### src/rtl/freq_scan_scheduler.sv
// freq_scan_scheduler
// Time-shares a single FreqCounter16P across NUM_CH 16-sample feedback inputs.
// Unmasked channels are visited round-robin; each dwell averages PERIODS
// counter periods (or gives up after TIMEOUT clocks in MEASURE) and produces
// one result on a valid/ready handshake. Backpressure stalls the scan.
// Optional build macro FREQ_SCAN_MINMAX_EN adds res_min/res_max outputs that
// carry the smallest/largest counter period seen within the dwell.
module freq_scan_scheduler #(
  parameter int NUM_CH  = 4,
  parameter int PERIODS = 4,
  parameter int TIMEOUT = 8192
) (
  input  logic                      clock,
  input  logic                      reset,
  input  logic                      enable,
  input  logic [NUM_CH-1:0]         ch_mask,
  input  logic [NUM_CH*16-1:0]      samples_in,
  output logic [15:0]               cnt_in_p16,
  output logic                      cnt_reset,
  input  logic                      cnt_valid,
  input  logic [31:0]               cnt_period,
  output logic                      res_valid,
  input  logic                      res_ready,
  output logic [$clog2(NUM_CH)-1:0] res_ch,
  output logic [31:0]               res_period,
`ifdef FREQ_SCAN_MINMAX_EN
  output logic                      res_timeout,
  output logic [31:0]               res_min,
  output logic [31:0]               res_max
`else
  output logic                      res_timeout
`endif
);

  localparam int CH_W  = $clog2(NUM_CH);
  localparam int LOG2P = $clog2(PERIODS);
  localparam int SUM_W = 32 + LOG2P;
  localparam int N_W   = $clog2(PERIODS + 1);
  localparam int TMO_W = $clog2(TIMEOUT + 1);

  typedef enum logic [2:0] {
    S_IDLE,
    S_SELECT,
    S_CLEAR,
    S_MEASURE,
    S_REPORT
  } state_t;

  state_t state_q, state_d;

  logic [CH_W-1:0]  cur_ch_q, cur_ch_d;
  logic             clr_q, clr_d;        // second CLEAR cycle marker
  logic [SUM_W-1:0] sum_q, sum_d;
  logic [N_W-1:0]   n_q, n_d;
  logic [TMO_W-1:0] tmo_q, tmo_d;
  logic [CH_W-1:0]  res_ch_q, res_ch_d;
  logic [31:0]      res_period_q, res_period_d;
  logic             res_timeout_q, res_timeout_d;
`ifdef FREQ_SCAN_MINMAX_EN
  logic [31:0]      min_q, min_d, max_q, max_d;
  logic [31:0]      res_min_q, res_min_d, res_max_q, res_max_d;
  logic [31:0]      pmin, pmax;
`endif

  logic [15:0]      ch_word [NUM_CH];
  logic [CH_W-1:0]  next_ch;
  logic             next_found;
  logic [SUM_W-1:0] sum_acc;
  logic             done_now;
  logic             tmo_now;

  // Per-channel 16-sample slices; the counter sees the current channel's slice.
  for (genvar gi = 0; gi < NUM_CH; gi++) begin : g_slice
    assign ch_word[gi] = samples_in[16*gi +: 16];
  end
  assign cnt_in_p16 = ch_word[cur_ch_q];

  assign sum_acc  = sum_q + SUM_W'(cnt_period);
  // The pulse that fills the dwell beats a coincident timeout.
  assign done_now = (state_q == S_MEASURE) && cnt_valid && (n_q == N_W'(PERIODS - 1));
  assign tmo_now  = (state_q == S_MEASURE) && !done_now && (tmo_q == TMO_W'(TIMEOUT - 1));

  // Round-robin search: first set mask bit strictly after cur_ch, wrapping.
  always_comb begin
    int idx;
    next_ch    = cur_ch_q;
    next_found = 1'b0;
    idx        = 0;
    for (int k = 1; k <= NUM_CH; k++) begin
      idx = int'(cur_ch_q) + k;
      if (idx >= NUM_CH) idx = idx - NUM_CH;
      if (!next_found && ch_mask[CH_W'(idx)]) begin
        next_ch    = CH_W'(idx);
        next_found = 1'b1;
      end
    end
  end

  // State register.
  always_ff @(posedge clock) begin
    if (reset) state_q <= S_IDLE;
    else       state_q <= state_d;
  end

  // Next-state logic.
  always_comb begin
    state_d = state_q;
    case (state_q)
      S_IDLE:    if (enable && (|ch_mask)) state_d = S_SELECT;
      S_SELECT:  state_d = (|ch_mask) ? S_CLEAR : S_IDLE;
      S_CLEAR:   if (clr_q) state_d = S_MEASURE;
      S_MEASURE: if (done_now || tmo_now) state_d = S_REPORT;
      S_REPORT:  if (res_ready) state_d = enable ? S_SELECT : S_IDLE;
      default:   state_d = S_IDLE;
    endcase
  end

  // FSM outputs: counter held in reset except while measuring.
  always_comb begin
    cnt_reset = (state_q != S_MEASURE);
    res_valid = (state_q == S_REPORT);
  end

`ifdef FREQ_SCAN_MINMAX_EN
  // Running extremes including the current counter pulse.
  always_comb begin
    pmin = (cnt_period < min_q) ? cnt_period : min_q;
    pmax = (cnt_period > max_q) ? cnt_period : max_q;
  end
`endif

  // Datapath next state: channel pointer, accumulators and result registers.
  always_comb begin
    cur_ch_d      = cur_ch_q;
    clr_d         = clr_q;
    sum_d         = sum_q;
    n_d           = n_q;
    tmo_d         = tmo_q;
    res_ch_d      = res_ch_q;
    res_period_d  = res_period_q;
    res_timeout_d = res_timeout_q;
`ifdef FREQ_SCAN_MINMAX_EN
    min_d         = min_q;
    max_d         = max_q;
    res_min_d     = res_min_q;
    res_max_d     = res_max_q;
`endif
    case (state_q)
      S_SELECT: begin
        if (|ch_mask) cur_ch_d = next_ch;
        clr_d = 1'b0;
      end
      S_CLEAR: clr_d = ~clr_q;
      S_MEASURE: begin
        tmo_d = tmo_q + TMO_W'(1);
        if (cnt_valid) begin
          sum_d = sum_acc;
          n_d   = n_q + N_W'(1);
`ifdef FREQ_SCAN_MINMAX_EN
          min_d = pmin;
          max_d = pmax;
`endif
        end
        if (done_now) begin
          res_ch_d      = cur_ch_q;
          res_period_d  = sum_acc[31+LOG2P:LOG2P];
          res_timeout_d = 1'b0;
`ifdef FREQ_SCAN_MINMAX_EN
          res_min_d     = pmin;
          res_max_d     = pmax;
`endif
        end else if (tmo_now) begin
          res_ch_d      = cur_ch_q;
          res_period_d  = 32'd0;
          res_timeout_d = 1'b1;
`ifdef FREQ_SCAN_MINMAX_EN
          res_min_d     = 32'd0;
          res_max_d     = 32'd0;
`endif
        end
      end
      S_REPORT: begin
        // Accumulators clear on acceptance so the next dwell starts clean.
        if (res_ready) begin
          sum_d = '0;
          n_d   = '0;
          tmo_d = '0;
`ifdef FREQ_SCAN_MINMAX_EN
          min_d = 32'hFFFF_FFFF;
          max_d = 32'd0;
`endif
        end
      end
      default: ;
    endcase
  end

  // Datapath registers; reset points the scan at the last channel so ch0 is first.
  always_ff @(posedge clock) begin
    if (reset) begin
      cur_ch_q      <= CH_W'(NUM_CH - 1);
      clr_q         <= 1'b0;
      sum_q         <= '0;
      n_q           <= '0;
      tmo_q         <= '0;
      res_ch_q      <= '0;
      res_period_q  <= '0;
      res_timeout_q <= 1'b0;
`ifdef FREQ_SCAN_MINMAX_EN
      min_q         <= 32'hFFFF_FFFF;
      max_q         <= 32'd0;
      res_min_q     <= 32'hFFFF_FFFF;
      res_max_q     <= 32'd0;
`endif
    end else begin
      cur_ch_q      <= cur_ch_d;
      clr_q         <= clr_d;
      sum_q         <= sum_d;
      n_q           <= n_d;
      tmo_q         <= tmo_d;
      res_ch_q      <= res_ch_d;
      res_period_q  <= res_period_d;
      res_timeout_q <= res_timeout_d;
`ifdef FREQ_SCAN_MINMAX_EN
      min_q         <= min_d;
      max_q         <= max_d;
      res_min_q     <= res_min_d;
      res_max_q     <= res_max_d;
`endif
    end
  end

  assign res_ch      = res_ch_q;
  assign res_period  = res_period_q;
  assign res_timeout = res_timeout_q;
`ifdef FREQ_SCAN_MINMAX_EN
  assign res_min     = res_min_q;
  assign res_max     = res_max_q;
`endif

endmodule

### config.mk
export PLATFORM = sky130hd
export DESIGN_NAME = freq_scan_scheduler
export DESIGN_NICKNAME = d
export VERILOG_FILES = /design/src/rtl/freq_scan_scheduler.sv
export SDC_FILE = /design/constraint.sdc
export NUM_CORES = 1
export LEC_CHECK = 0
export ABC_AREA = 1
export BUFFER_PORTS_ARGS = -buffer_cell sky130_fd_sc_hd__buf_4
export CAP_MARGIN = 20
export CORE_MARGIN = 10
export CORE_UTILIZATION = 54
export DETAILED_ROUTE_END_ITERATION = 6
export PLACE_DENSITY = 0.77
export SYNTH_ARGS = -nofsm -noshare
export SYNTH_HDL_FRONTEND = slang
export SYNTH_SLANG_ARGS = --single-unit
### constraint.sdc
create_clock -name clock -period 2.7 [get_ports clock]
set_input_delay 0.54 -clock clock [delete_from_list [all_inputs] [get_ports clock]]
set_output_delay 0.54 -clock clock [all_outputs]
set_load 0.02 [all_outputs]
======== Word level (Yosys, flattened, before mapping) ========
Cells that the tools add are included.
word-level totals
  register bits ........................... 92
  bits in latches ......................... 0
  memory bits (writable) .................. 0
  ROM bits ................................ 0
  bits of input ports ..................... 105
  output and inout bits ................... 53
  logic and storage cells ................. 115
  memories kept ........................... 0
operators by class
  add/subtract/negate cells ............... 11
  multiply operators ...................... 0
  div/mod/pow operators ................... 0
  magnitude comparators ................... 9
  equal/unequal tests ..................... 12
  shift-type cells ........................ 0
  multiplexer cells ....................... 48
  bitwise gates (word level) .............. 2
  reduce and logical (&&, ||, !) cells .... 24
operators with widths
  operator                                                    number
  two-way mux 34 bit                                          2
  case mux 34 bit (2 select lines)                            1
  two-way mux 32 bit                                          2
  adder 34 x 32 -> 34 bit                                     1
  binary-select mux 16 bit (select 2 bit)                     1
  two-way mux 16 bit                                          2
  case mux 14 bit (2 select lines)                            1
  two-way mux 2 bit                                           11
  two-way mux 3 bit                                           6
  less-than comparator 2 x 4 -> 1 bit, second input constant  4
  case mux 3 bit (5 select lines)                             1
  adder 14 x 1 -> 14 bit, second input constant               1
  equality test 14 x 13 -> 1 bit, second input constant       1
  two-way mux 1 bit                                           14
  two-way mux 14 bit                                          1
  >= comparator 3 bit, second input constant                  4
  equality test 3 x 2 -> 1 bit, second input constant         3
  binary-select mux 1 bit (select 2 bit)                      4
  logical AND 1 bit                                           8
  subtractor 2 x 1 -> 2 bit, second input constant            4
  adder 2 x 2 -> 3 bit, second input constant                 2
  inequality test 2 bit, second input constant                3
  case mux 3 bit (2 select lines)                             1
  AND reduction 3 bit                                         2
  19 further kinds                                            26

======== Depth between registers and ports, before layout ========
Gate-level depths: netlist of the first run.
  depth after elaboration ................. 17
  mapped depth ............................ 14
  depth with buffers taken out ............ 14

======== Worst setup path after synthesis of the first run ========
OpenSTA, ideal clock, no wires.
  path type ............................... input-to-reg
  start ................................... in cnt_period[0]
  end ..................................... reg sum_q[14]
  setup time .............................. 0.132 ns
  arrival time ............................ 2.065 ns
  required time ........................... 2.568 ns
  path slack .............................. 0.502 ns
  stages on the path ...................... 11
  path buffers ............................ 0
  path through ............................ ha_1 fa_1 nand3_1 nand2_1 nand3_1 nand2_1 nand2_1 nand2_1 or2_2 nand3_1 a21oi_1
on the way
  longest elaborated chain between the ends .. 3
ends and longest elaborated chain
  what                              RTL line  text
  start, declared                   21        input logic [31:0] cnt_period,
  adder 34 x 32 -> 34 bit           78        assign sum_acc = sum_q + SUM_W'(cnt_period);
  two-way mux 34 bit                156       if (cnt_valid) begin
  case mux 34 bit (2 select lines)  148       case (state_q)
  end signal, assigned              218       sum_q <= sum_d;
  end, declared                     53        logic [SUM_W-1:0] sum_q, sum_d;
No other way between the ends. The select of a mux whose other input is x is not followed.
A chain may end at the register's enable or synchronous reset.

======== Worst setup path after layout of the first run ========
  start ................................... reg cur_ch_q[0]
  end ..................................... out cnt_in_p16[4]
on the way
  longest elaborated chain between the ends .. 4
ends and longest elaborated chain
  what                                                    RTL line  text
  start, declared                                         51        logic [CH_W-1:0] cur_ch_q, cur_ch_d;
  start signal, assigned                                  201       cur_ch_q <= CH_W'(NUM_CH - 1);
  start signal, assigned                                  216       cur_ch_q <= cur_ch_d;
  NOT 2 -> 3 bit (implied by the code)                    76        assign cnt_in_p16 = ch_word[cur_ch_q];
  binary-select mux 16 bit (select 2 bit)                 76
  two-way mux 16 bit (implied by the code) (2 in series)  76
  end, declared                                           18        output logic [15:0] cnt_in_p16,
No other way between the ends. The select of a mux whose other input is x is not followed.

==> results of run 1 <==
-- logic make-up after synthesis --
kind of cell,Yosys count,share of synthesized area [%]
compound gates,185,15.9
flops,92,29.3
fa+ha+maj,36,7.29
simple gates,526,36.1
buf+inv,143,9.48
xor+xnor,14,1.95
-- layer usage --
metal,wire length [um],up-vias,GRT usage (%)
li1,-,3563,-
met3,1900,33,8.52
met1,8150,3102,27.1
met5,0,-,0
met4,473,0,8.28
met2,8740,239,37.5
-- cells in the mapped netlist (all sizes together) --
cell type and n:
o22ai 2, o211a 1, nand3 92, nand2 312, nor4 3, a31oi 2, ha 35, xor2 13
and3 1, a22oi 17, xnor2 1, fa 1, a221oi 1, nor3 17, o21bai 3, o211ai 1
nor2 82, o21ai 37, o21a 2, buf 14, dfxtp 92, a21oi 118, clkbuf 15, or2 2
nand4 10, inv 114, nand3b 7, a21o 1
-- final cells by class --
| class | instances | area [sq um] |
|---|---|---|
| clock inverters | 4 | 32.5 |
| clock buffers | 11 | 253 |
| repair buffers | 166 | 1250 |
| flip-flops and latches | 92 | 1840 |
| multi-input cells | 761 | 3850 |
| inverters | 114 | 430 |
| well taps | 143 | 179 |
| fillers | 1081 | 3590 |
-- stage by stage --
stage               util [%]  cells  cell area (sq um)
floorplan                  -    996               6280
global route            68.6   1291               7830
global placement        66.1   1276               7540
finish                  68.6   1291               7830
detailed placement      66.1   1276               7540
CTS                     68.6   1291               7830
-- sequential cells by signal (all words and copies together), names as in the netlist --
register	count
clr_q	1
cur_ch_q	2
n_q	3
res_ch	2
res_period	32
res_timeout	1
state_q	3
sum_q	34
tmo_q	14
-- report_power, final --
| part | switching, mW | leakage, nW | internal (mW) |
|---|---|---|---|
| clock network | 0.557 | 0.134 | 0.675 |
| logic | 0.879 | 2.89 | 0.555 |
| registers | 0.0422 | 0.742 | 1.41 |
| total | 1.48 | 3.76 | 2.64 |
-- critical path, stage by stage (launching register included) --
cell	delay (ns)
dfxtp_1	0.34
buf_4	0.29
nand2_1	0.11
inv_2	0.26
a22oi_1	0.12
nand3_1	0.18
buf_4	0.17
-- path summary, 6_finish.rpt --
path / startpoint / endpoint / depth (start not counted)
setup / recovery: cur_ch_q[0] / cnt_in_p16[4] / 6
setup reg to reg: sum_q[0] / sum_q[14] / 11
hold reg to reg: res_period[6] / res_period[6] / 2
hold / removal: res_period[6] / res_period[6] / 2
-- placed cells by master, fill, tap and decap left out, types with 3 or more instances in the layout --
cell type,Yosys,routed
a21oi_1,118,118
a22oi_1,17,17
buf_4,1,166
clkbuf_16,0,9
dfxtp_1,92,92
ha_1,35,35
inv_1,109,109
inv_2,4,4
nand2_1,305,305
nand2_2,6,6
nand3_1,91,91
nand3b_1,6,6
nand4_1,9,9
nor2_1,76,76
nor2_4,4,4
nor3_1,17,17
nor4_1,3,3
o21ai_0,35,35
o21bai_1,3,3
xor2_1,13,13
==> results.md, run 1 <==
* P_leak at between 3 and 4 nW
* Synthesized area per cell at about 6.3 sq um
* CP Launch Type: register
* DR vias at between 6000 and 7000
* Ant diodes at 0
* Die Ht at between 100 and 150 um
* DP HPWL at 15100 um
* Worst slew pin tran at 0.767 ns
* Core area at ~11000 sq um
* CTS Buf Count at 9
* Total power draw at about 4.1 mW
* Req. time, crit path at roughly 2.2 ns
* Arrival time at the worst endpoint at around 1.8 ns
* Status: complete, no violations
* VDD IR-drop max at 0.445 mV
* Max Fclk at 424 MHz
* Final Worst Setup Slack at 0.344 ns
* Yosys top cell area share at slightly below 30%
* Initial antenna violation count at 0
* Hold Path Class: register to register
* Minimum clock period at roughly 2.4 ns
* CTS clk-pin slew, worst paths at 0.07 ns
* Worst Skew at between 0.009 and 0.01 ns
* Sum of negative setup slack at 0 ns
* DR pass1 iterations at 5
* Area grow syn2layout at 24.6%
* # hold bufs at CTS at 0
* Grt ovf at 0
* Ys Warns at 0
* DR iter-0 viols at 583
* Leading area contributor after synthesis: dfxtp_1
* Routed len/inst at between 10 and 15 um
* First-pass GRT wire length at 31400 um
* TritonCTS clock tree: done
* Final net count at 1285
* Root Driver: clkbuf_16
* Share of layout cells above drive strength 1 at 17.8%
* Vias per cell at about 5.4
* DIE AREA at around 16000 sq um
* Largest net degree at the start of global routing at 73
* Post-CTS Repair Setup Buffers at 0
* Relative slew slack at 48.9%
* Synth Instances at ~1000
* Endpoints failing hold at 0
* Max-slew violation count at 0
* Worst Path Max Fanout at 27
* Die X at roughly 130 um
* Clock Latency Late Sink at between 0.3 and 0.4 ns
* Vias in the first global route at about 6700
* CTS sink count at between 90 and 100
* Final cycle utilization of the critical path at between 80% and 90%
* # IOs at between 150 and 200
* Site row count at 39
* Synthesized cell area at approximately 6300 sq um
* Worst-case clock buffer depth at 2
* Cell Pwr Density at approximately 530 nW/um^2
* Count of input and output buffers at roughly 160
* Drt drc at 0
* Syn nets at between 1000 and 1500
* GP Congestion at roughly 0.94
* GRT Overall Usage at a little under a quarter
* #FFs+latches synth at slightly above 90
* WS Path Type: register to output pin
* Starting Density at 55.0%
* Post-synthesis cell type count at between 40 and 50
* CP endpoint kind: output pin
* Antenna-violating nets left at 0
* Setup slack, reg-to-reg at 0.47 ns
* Max_cap viols at 0
* H-tree levels at 3
* Place WS at 0.121 ns
* Finish-stage setup viols at 0
* WL final at around 19000 um
* Worst Hold Slack at around 0.46 ns
* Synth top area cells: dfxtp_1, nand2_1, a21oi_1, nand3_1, ha_1
* Sequential area share after synthesis at ~29%
* RSZ-0062 raised after global routing: no
* Number of gates resized after cts at 0
(Power assumes the default switching activity.)
==> run 2: changes to the inputs <==
--- a/config.mk
+++ b/config.mk
@@ -9,9 +9,11 @@
 export BUFFER_PORTS_ARGS = -buffer_cell sky130_fd_sc_hd__buf_4
 export CAP_MARGIN = 20
 export CORE_MARGIN = 10
-export CORE_UTILIZATION = 54
+export CORE_UTILIZATION = 56
+export CTS_BUF_LIST = sky130_fd_sc_hd__clkbuf_8
 export DETAILED_ROUTE_END_ITERATION = 6
-export PLACE_DENSITY = 0.77
+export PLACE_DENSITY = 0.79
+export SLEW_MARGIN = 20
 export SYNTH_ARGS = -nofsm -noshare
 export SYNTH_HDL_FRONTEND = slang
 export SYNTH_SLANG_ARGS = --single-unit
==> run 2 against run 1 <==
  * First-iteration DRC count is 10% lower
  * Worst hold slack hardly changed
  * Largest power group unchanged
  * Register-to-register slack hardly changed
  * Critical endpoint is now cnt_in_p16[11]
==> results.md, run 2 (same netlist as run 1, synthesis figures left out) <==
* Worst slew pin tran at 0.785 ns (was 0.767 ns)
* RSZ-0062 raised after global routing: no (unchanged)
* Root Driver: clkbuf_8 (was clkbuf_16)
* Worst-case clock buffer depth at 2 (unchanged)
* Req. time, crit path at 2.16 ns (about the same)
* Ant diodes at 0 (unchanged)
* WL final at 19200 um (was 19300 um)
* # IOs at 158 (unchanged)
* P_leak at 3.72 nW (was 3.76 nW)
* Placed cells at 1272 (was 1276)
* Count of input and output buffers at 157 (unchanged)
* CP Launch Type: register (unchanged)
* TritonCTS clock tree: done (unchanged)
* Initial antenna violation count at 0 (unchanged)
* DIE AREA at 15900 sq um (was 16400 sq um)
* Die X at 126 um (was 128 um)
* Final std cells w/o fill at 1288 (was 1291)
* Arrival time at the worst endpoint at 1.94 ns (was 1.82 ns)
* Largest reg by FF count: sum_q (unchanged)
* Drt drc at 0 (unchanged)
* Largest net degree at the start of global routing at 73 (unchanged)
* VDD IR-drop max at 0.440 mV (was 0.445 mV)
* Area grow syn2layout at 22.8% (was 24.6%)
* Max_cap viols at 0 (unchanged)
* Max-slew violation count at 0 (unchanged)
* Met2 Wirelength at 8790 um (was 8740 um)
* First-pass GRT wire length at 31200 um (was 31400 um)
* Placed Area at 7530 sq um (was 7540 sq um)
* Starting Density at 57.5% (was 55.0%)
* Sum of negative setup slack at 0 ns (unchanged)
* Most frequent cells in the layout: nand2_1, buf_4, a21oi_1, inv_1, dfxtp_1 (unchanged)
* Post-CTS Repair Setup Buffers at 0 (unchanged)
* M1 wire length at 8400 um (was 8150 um)
* DR vias at 6961 (was 6937)
* Status: complete, no violations (unchanged)
* Share of layout cells above drive strength 1 at 17.7% (was 17.8%)
* Hold path startpoint: res_period[4] (was res_period[6])
* WS Path Type: register to output pin (unchanged)
* CTS clk-pin slew, worst paths at 0.09 ns (was 0.07 ns)
* Number of gates resized after cts at 0 (unchanged)
* Commonest non-fill, non-tap cell in the layout: nand2_1 (unchanged)
* Vias per cell at 5.40 (was 5.37)
* Site row count at 38 (was 39)
* DP HPWL at 15000 um (was 15100 um)
* Place WS at 0.106 ns (was 0.121 ns)
* GP Congestion at 0.966 (was 0.944)
* Vias in the first global route at 6615 (was 6714)
* Endpoints failing hold at 0 (unchanged)
* CP endpoint kind: output pin (unchanged)
* Clock Latency Late Sink at 0.40 ns (was 0.35 ns)
* Relative slew slack at 47.7% (was 48.9%)
* GRT Overall Usage at 23.3% (was 23.0%)
* CTS Buf Count at 9 (unchanged)
* Cell Pwr Density at 492 nW/um^2 (was 526 nW/um^2)
* H-tree levels at 3 (unchanged)
* DR pass1 iterations at 5 (unchanged)
* Fill cell count at 1064 (was 1081)
* Max reg flops at 34 (unchanged)
* Antenna-violating nets left at 0 (unchanged)
* Final net count at 1284 (was 1285)
* Worst Path Max Fanout at 17 (was 27)
* Grt ovf at 0 (unchanged)
* Max Fclk at 404 MHz (was 424 MHz)
* Setup slack, reg-to-reg at 0.46 ns (was 0.47 ns)
* Routed len/inst at 14.9 um (about the same)
* Hold Path Class: register to register (unchanged)
* DR iter-0 viols at 523 (was 583)
* Worst r2r src: sum_q[0] (unchanged)
* Core area at 10900 sq um (was 11400 sq um)
* Minimum clock period at 2.48 ns (was 2.36 ns)
* Worst Skew at 0.0167 ns (was 0.00984 ns)
* Critical path launch point: cur_ch_q[0] (unchanged)
* Die Ht at 126 um (was 128 um)
* Finish-stage setup viols at 0 (unchanged)
* Final Worst Setup Slack at 0.224 ns (was 0.344 ns)
* Fin area at 7710 sq um (was 7830 sq um)
* # hold bufs at CTS at 0 (unchanged)
* DR WL met3 at 1600 um (was 1900 um)
* DR top layer: met4 (unchanged)
* CTS sink count at 92 (unchanged)
* Final cycle utilization of the critical path at 91.7% (was 87.3%)
-- run 2: power by group --
group / switching [mW] / leakage, nW / total [mW] / internal (mW)
Clock: 0.560 / 0.0935 / 0.907 / 0.348
Sequential: 0.0613 / 0.742 / 1.47 / 1.41
Combinational: 0.868 / 2.88 / 1.42 / 0.550
Total: 1.49 / 3.72 / 3.79 / 2.31
-- run 2: path summary, 6_finish.rpt --
kind | to | cells past startpoint
worst min-delay path | res_period[4] | 2
worst min register to register | res_period[4] | 2
worst max-delay path | cnt_in_p16[11] | 5
worst max register to register | res_period[12] | 11
-- run 2: final cells by class --
| cell class | instances | area, sq um | area share (%) |
|---|---|---|---|
| clock buffers | 9 | 124 | 1.61 |
| clock inverters | 7 | 57.6 | 0.746 |
| inverters | 114 | 430 | 5.58 |
| multi-input cells | 761 | 3850 | 49.9 |
| flip-flops and latches | 92 | 1840 | 23.9 |
| well taps | 140 | 175 | 2.27 |
| repair buffers | 165 | 1240 | 16.1 |
-- run 2: worst max-delay path: stages, from the launching register on --
cell and delay [ns]:
dfxtp_1 0.69, nor2_2 0.07, buf_4 0.21, a22oi_1 0.29, nand3_1 0.11, buf_4 0.17
-- run 2: metrics by stage --
| step | utilization [%] | hold WS [ns] | power, mW |
|---|---|---|---|
| CTS | 70.5 | 0.469 | 3.81 |
| global placement | 68.9 | 0.446 | 2.90 |
| floorplan | - | 0.433 | 2.39 |
| detailed placement | 68.9 | 0.455 | 2.91 |
| global route | 70.5 | 0.487 | 4.03 |
| finish | 70.5 | 0.465 | 3.79 |
-- run 2: layer usage --
| metal | vias to the layer above | global-route usage, % |
|---|---|---|
| met5 | - | 0 |
| met4 | 0 | 9.11 |
| li1 | 3556 | - |
| met3 | 31 | 6.96 |
| met2 | 243 | 38.0 |
| met1 | 3131 | 28.0 |
